**src/rtl/sine_pair_sweep_ctrl.sv**
```systemverilog
// Linear frequency-sweep sequencer for the dual-sine summing generator.
// It steps delta_a/delta_b from their start values towards their stop values.
// Each value is held for max(dwell_len,1) cycles. The sweep can loop.

// Per-channel step logic: finished flag and next clamped value
module sine_pair_sweep_lane #(
  parameter int DW = 12
) (
  input  logic [DW-1:0] delta,
  input  logic [DW-1:0] stop,
  input  logic [DW-1:0] step,
  output logic          fin,
  output logic [DW-1:0] nxt
);
  logic [DW:0] sum;

  // Sum is one bit wider so a step near the top of the range clamps instead of wrapping
  always_comb begin
    sum = {1'b0, delta} + {1'b0, step};
    fin = (delta >= stop) || (step == '0);
    if (fin)
      nxt = delta;
    else if (sum >= {1'b0, stop})
      nxt = stop;
    else
      nxt = sum[DW-1:0];
  end
endmodule

module sine_pair_sweep_ctrl #(
  parameter int DW = 12,
  parameter int CW = 16
) (
  input  logic          clk,
  input  logic          rst,
  input  logic          start,
  input  logic          abort,
  input  logic          loop_en,
  input  logic [DW-1:0] start_a,
  input  logic [DW-1:0] start_b,
  input  logic [DW-1:0] stop_a,
  input  logic [DW-1:0] stop_b,
  input  logic [DW-1:0] step_a,
  input  logic [DW-1:0] step_b,
  input  logic [CW-1:0] dwell_len,
  output logic [DW-1:0] delta_a,
  output logic [DW-1:0] delta_b,
  output logic          busy,
  output logic          step_strobe,
  output logic          done
);
  localparam int NUM_LANES = 2;

  typedef enum logic {IDLE, DWELL} state_t;

  state_t                        state_q, state_d;
  logic [NUM_LANES-1:0][DW-1:0]  delta_q, delta_d;
  logic [NUM_LANES-1:0][DW-1:0]  cfg_start_q, cfg_start_d;
  logic [NUM_LANES-1:0][DW-1:0]  cfg_stop_q, cfg_stop_d;
  logic [NUM_LANES-1:0][DW-1:0]  cfg_step_q, cfg_step_d;
  logic [CW-1:0]                 dwell_m1_q, dwell_m1_d;
  logic [CW-1:0]                 cnt_q, cnt_d;
  logic                          busy_q, busy_d;
  logic                          strobe_q, strobe_d;
  logic                          done_q, done_d;

  logic [NUM_LANES-1:0][DW-1:0]  start_in, stop_in, step_in, nxt;
  logic [NUM_LANES-1:0]          fin;
  logic [CW-1:0]                 dwell_m1_in;

  assign start_in = {start_b, start_a};
  assign stop_in  = {stop_b, stop_a};
  assign step_in  = {step_b, step_a};

  // A dwell of 0 behaves like 1, so the counter reload never underflows
  assign dwell_m1_in = (dwell_len == '0) ? '0 : dwell_len - CW'(1);

  // The lanes work on the latched configuration, so live cfg inputs cannot disturb a sweep
  for (genvar l = 0; l < NUM_LANES; l++) begin : g_lane
    sine_pair_sweep_lane #(.DW(DW)) u_lane (
      .delta (delta_q[l]),
      .stop  (cfg_stop_q[l]),
      .step  (cfg_step_q[l]),
      .fin   (fin[l]),
      .nxt   (nxt[l])
    );
  end

  // Next-state logic: abort wins, then start in IDLE, then dwell/step/loop/finish in DWELL
  always_comb begin
    state_d     = state_q;
    delta_d     = delta_q;
    cfg_start_d = cfg_start_q;
    cfg_stop_d  = cfg_stop_q;
    cfg_step_d  = cfg_step_q;
    dwell_m1_d  = dwell_m1_q;
    cnt_d       = cnt_q;
    busy_d      = busy_q;
    strobe_d    = 1'b0;
    done_d      = 1'b0;
    if (abort) begin
      state_d = IDLE;
      delta_d = '0;
      cnt_d   = '0;
      busy_d  = 1'b0;
    end else begin
      case (state_q)
        IDLE: begin
          if (start) begin
            cfg_start_d = start_in;
            cfg_stop_d  = stop_in;
            cfg_step_d  = step_in;
            dwell_m1_d  = dwell_m1_in;
            delta_d     = start_in;
            cnt_d       = dwell_m1_in;
            busy_d      = 1'b1;
            state_d     = DWELL;
          end
        end
        DWELL: begin
          if (cnt_q != '0) begin
            cnt_d = cnt_q - CW'(1);
          end else if (!(&fin)) begin
            delta_d  = nxt;
            cnt_d    = dwell_m1_q;
            strobe_d = 1'b1;
          end else if (loop_en) begin
            delta_d  = cfg_start_q;
            cnt_d    = dwell_m1_q;
            strobe_d = 1'b1;
          end else begin
            state_d = IDLE;
            busy_d  = 1'b0;
            done_d  = 1'b1;
          end
        end
        default: state_d = IDLE;
      endcase
    end
  end

  // State and output registers, cleared asynchronously
  always_ff @(posedge clk or negedge rst) begin
    if (!rst) begin
      state_q     <= IDLE;
      delta_q     <= '0;
      cfg_start_q <= '0;
      cfg_stop_q  <= '0;
      cfg_step_q  <= '0;
      dwell_m1_q  <= '0;
      cnt_q       <= '0;
      busy_q      <= 1'b0;
      strobe_q    <= 1'b0;
      done_q      <= 1'b0;
    end else begin
      state_q     <= state_d;
      delta_q     <= delta_d;
      cfg_start_q <= cfg_start_d;
      cfg_stop_q  <= cfg_stop_d;
      cfg_step_q  <= cfg_step_d;
      dwell_m1_q  <= dwell_m1_d;
      cnt_q       <= cnt_d;
      busy_q      <= busy_d;
      strobe_q    <= strobe_d;
      done_q      <= done_d;
    end
  end

  assign delta_a     = delta_q[0];
  assign delta_b     = delta_q[1];
  assign busy        = busy_q;
  assign step_strobe = strobe_q;
  assign done        = done_q;
endmodule

```
**config.mk**
```make
export PLATFORM = sky130hd
export DESIGN_NAME = sine_pair_sweep_ctrl
export DESIGN_NICKNAME = d
export VERILOG_FILES = /design/src/rtl/sine_pair_sweep_ctrl.sv
export SDC_FILE = /design/constraint.sdc
export NUM_CORES = 1
export LEC_CHECK = 0
export BUFFER_PORTS_ARGS = -buffer_cell sky130_fd_sc_hd__buf_4
export CORE_ASPECT_RATIO = 0.7
export CORE_MARGIN = 2
export CORE_UTILIZATION = 60
export CTS_CLUSTER_DIAMETER = 60
export CTS_CLUSTER_SIZE = 20
export DETAILED_ROUTE_END_ITERATION = 7
export GPL_TIMING_DRIVEN = 0
export PLACE_DENSITY = 0.83
export SLEW_MARGIN = 20
export SYNTH_ARGS = -nofsm -noshare
export SYNTH_HDL_FRONTEND = slang
export SYNTH_SLANG_ARGS = --single-unit
```
**constraint.sdc**
```tcl
create_clock -name clk -period 7.75 [get_ports clk]
set_clock_uncertainty 0.1 [all_clocks]
set_input_delay 2.325 -clock clk [delete_from_list [all_inputs] [get_ports clk]]
set_output_delay 2.325 -clock clk [all_outputs]
set_load 0.05 [all_outputs]
```
==> flow_metrics.env <==
export IMPL_hold_violations=0
export IMPL_endpoint_kind="flip-flop"
export IMPL_grt_pass1_wl_mm=40.1
export IMPL_cts_setup_buffers=0
export IMPL_slew_margin_rel=0.419
export IMPL_finish_net_count=1222
export IMPL_routed_wirelength_mm=25.1
export IMPL_cts_root_buffer="sky130_fd_sc_hd__clkbuf_16"
export IMPL_vias_in_the_first_global_route=7764
export IMPL_layout_cells_most_common="sky130_fd_sc_hd__dfrtp_1"
export IMPL_detailedRoute_firstPassIterationCount=6
export IMPL_synth_area_leaders="sky130_fd_sc_hd__dfrtp_1 (37%), sky130_fd_sc_hd__ha_1 (11%), sky130_fd_sc_hd__mux2_2 (9.3%)"
export IMPL_chip_height_um=107
export IMPL_gpl_final_weighted_congestion=0.925
export IMPL_timing_setup_critical_path_class="reg2reg"
export IMPL_synth_top_flop_cell="sky130_fd_sc_hd__dfrtp_1"
export IMPL_synth_lib_cells_used_distinct=74
export IMPL_cts_made_buffers=17
export IMPL_antenna_violating_nets_post_route=0
export IMPL_power_total_mw=3.85
export IMPL_power_combinational_fraction=0.522
export IMPL_detail_route_drc_violations=0
export IMPL_postSynthRegisterBits=132
export IMPL_synth_async_sr_flop_share=1.00
export IMPL_clock_tree_buffer_depth=2
export IMPL_synth_top_area_share=0.365
export IMPL_mapped_cell_area_mm2=0.00904
export IMPL_fmaxAchievable_ghz=0.213
export IMPL_route_vias_total=7988
export IMPL_critPathArrivalTime_ns=4.86
export IMPL_area_growth_synth_to_final_pct=19.7
export IMPL_grt_start_max_net_pins=80
export IMPL_rsz0062_at_grt="no"
export IMPL_report_final_slew_viol_count=0
export IMPL_finalCoreUtilization=0.735
export IMPL_synth_yosys_warnings=0
export IMPL_number_of_buffers_inserted_by_port_buffering=118
export IMPL_dpl_cell_count=1227
export IMPL_post_cts_resize_count=0
export IMPL_timing_critical_path_from_type="flip-flop"
export IMPL_peakVddDrop_uv=244
export IMPL_cell_type_contributing_the_most_total_cell_area_after_synthesis="sky130_fd_sc_hd__dfrtp_1"
export IMPL_detailedRoute_firstIterationViolations=772
export IMPL_antenna_violations_before_repair=0
export IMPL_worst_hold_path_type="reg2reg"
export IMPL_groute_usage_overall=0.321
export IMPL_post_route_clock_period_utilization=0.605
export IMPL_total_switching_power_mw=1.68
export IMPL_cts_tree="yes"
export IMPL_clk_pwr_share=0.219
export IMPL_totalNegativeSetupSlack_ns=0
export IMPL_cts_htree_levels=4
export IMPL_globalRouteOverflowTotal=0
export IMPL_final_setup_viol_count=0
export IMPL_synth_edf_count=0
export IMPL_postSynthCellCount=913
export IMPL_post_route_cells_drive_above_1_share=0.256
export IMPL_status="complete, no violations"
export IMPL_critPathRequiredTime_ns=7.93
export IMPL_floorplan_die_area_mm2=0.0161
export IMPL_io_pins=120
export IMPL_p_leak_nw=4.93
export IMPL_internal_power_mw=2.17
export IMPL_clkLatencyLatePin_ns=0.43
export IMPL_post_route_minimum_period_ns=4.69
export IMPL_syn_area_per_cell_um2=9.90
export IMPL_power_frac_seq=0.260
export IMPL_post_layout_nonfiller_instances=1259
export IMPL_layout_cells_most_common_list="sky130_fd_sc_hd__dfrtp_1 (132), sky130_fd_sc_hd__buf_4 (120), sky130_fd_sc_hd__ha_1 (76)"
export IMPL_placeableCoreArea_mm2=0.0147
export IMPL_synth_seq_area_share=0.365
export IMPL_max_cap_viol_count=0
export IMPL_timing_critical_path_fanout_max=10
export IMPL_dpl_hpwl_mm=18.5
export IMPL_clkSinkCount=132
export IMPL_vias_per_cell=6.34
export IMPL_synth_net_count=1084
export IMPL_num_antenna_cells=0
export IMPL_rrSetupSlack_ns=3.06
export IMPL_ctsHoldBuffers=0
export IMPL_placement_cell_area_mm2=0.0102
export IMPL_post_route_cell_area_mm2=0.0108
export IMPL_avgRoutedWirePerCell_um=19.9
export IMPL_power_density_mw_per_mm2=356
export IMPL_initial_core_util=0.614
export IMPL_worst_slew_pin_slew_ns=0.872
export IMPL_core_rowCount=37
export IMPL_p_sw_frac=0.437
export IMPL_chipWidth_um=151
export IMPL_clock_slew_seen_by_the_registers_of_the_worst_setup_and_hold_paths_ns=0.06
==> final timing paths <==
kind | start | end | cells past startpoint
setup / recovery | delta_b[0] | delta_b[1] | 15
hold / removal | cfg_start_q[16] | cfg_start_q[16] | 2
setup reg to reg | delta_b[0] | delta_b[1] | 15
hold reg to reg | cfg_start_q[16] | cfg_start_q[16] | 2
max in group asynchronous | rst | cfg_step_q[16] | 2
min in group asynchronous | rst | dwell_m1_q[8] | 1
==> final cells by class <==
type	instances	area [µm²]
clock buffer	18	429
inverter	46	173
timing repair buffer	119	921
fill	1058	3900
tap	195	244
buffer	45	201
sequential	132	3300
clock inverter	14	178
multi-input combinational	690	5370
==> metrics by stage <==
stage | worst slack, ns | hold WS [ns]
5_1_grt | 2.76 | 0.419
3_3_place_gp | 2.95 | 0.365
3_5_place_dp | 2.91 | 0.373
4_1_cts | 3.15 | 0.387
2_1_floorplan | 3.43 | 0.345
6_report | 3.06 | 0.388
==> sequential cells by signal, summed over array words and instances (netlist names) <==
name / count
done: 1
busy: 1
delta_b: 12
delta_a: 12
cfg_start_q: 24
cfg_step_q: 24
cfg_stop_q: 24
cnt_q: 16
dwell_m1_q: 16
step_strobe: 1
state_q: 1
==> cell usage after synthesis (10+ instances only) <==
cell / instances
sky130_fd_sc_hd__dfrtp_1: 132
sky130_fd_sc_hd__ha_1: 76
sky130_fd_sc_hd__mux2_2: 75
sky130_fd_sc_hd__o21ai_0: 64
sky130_fd_sc_hd__nor2_1: 63
sky130_fd_sc_hd__nand2_1: 47
sky130_fd_sc_hd__inv_1: 46
sky130_fd_sc_hd__a21oi_1: 42
sky130_fd_sc_hd__clkbuf_1: 35
sky130_fd_sc_hd__nand3_1: 21
sky130_fd_sc_hd__xnor2_1: 21
sky130_fd_sc_hd__nor3_1: 18
sky130_fd_sc_hd__xor2_1: 17
sky130_fd_sc_hd__a211oi_1: 15
sky130_fd_sc_hd__a22o_1: 13
sky130_fd_sc_hd__nand4_1: 13
sky130_fd_sc_hd__mux2i_1: 12
sky130_fd_sc_hd__nor4_1: 12
sky130_fd_sc_hd__o21a_1: 12
sky130_fd_sc_hd__a31oi_1: 10
==> cell families after synthesis <==
group	after synthesis	share of synthesized area
fa+ha+maj	78	0.110
mux	87	0.107
simple gates	224	0.127
compound gates	263	0.213
flops	132	0.365
buf+inv	91	0.0414
xor+xnor	38	0.0368
==> power groups by stage <==
stage	logic [mW]	registers, mW	clock network (mW)
floorplan	1.31	1.11	0
global route	2.20	1.01	0.879
finish	2.01	1.00	0.842
global placement	1.90	0.996	0
CTS	1.98	0.994	0.845
detailed placement	1.95	1.00	0
==> metal layers <==
layer	track usage	up-vias	wire length, µm
met2	0.486	385	11100
met1	0.465	3858	11200
met3	0.0672	45	2410
met4	0.0961	0	422
li1	-	3700	-
met5	0.0167	-	0
==> worst max-delay path, cell delays in order, from the launching register on <==
cell and delay [ns]:
sky130_fd_sc_hd__dfrtp_1 0.44, sky130_fd_sc_hd__ha_1 0.26, sky130_fd_sc_hd__fa_1 0.42, sky130_fd_sc_hd__a211oi_1 0.34
sky130_fd_sc_hd__o211ai_1 0.15, sky130_fd_sc_hd__o211ai_1 0.27, sky130_fd_sc_hd__mux2i_1 0.31, sky130_fd_sc_hd__nand2_1 0.08
sky130_fd_sc_hd__ha_1 0.30, sky130_fd_sc_hd__a211o_1 0.28, sky130_fd_sc_hd__or4b_1 0.52, sky130_fd_sc_hd__o21ai_1 0.29
sky130_fd_sc_hd__buf_2 0.30, sky130_fd_sc_hd__a21oi_1 0.09, sky130_fd_sc_hd__o21ai_0 0.23, sky130_fd_sc_hd__a311oi_1 0.14
Note: power is estimated with default switching activity, not from simulation.
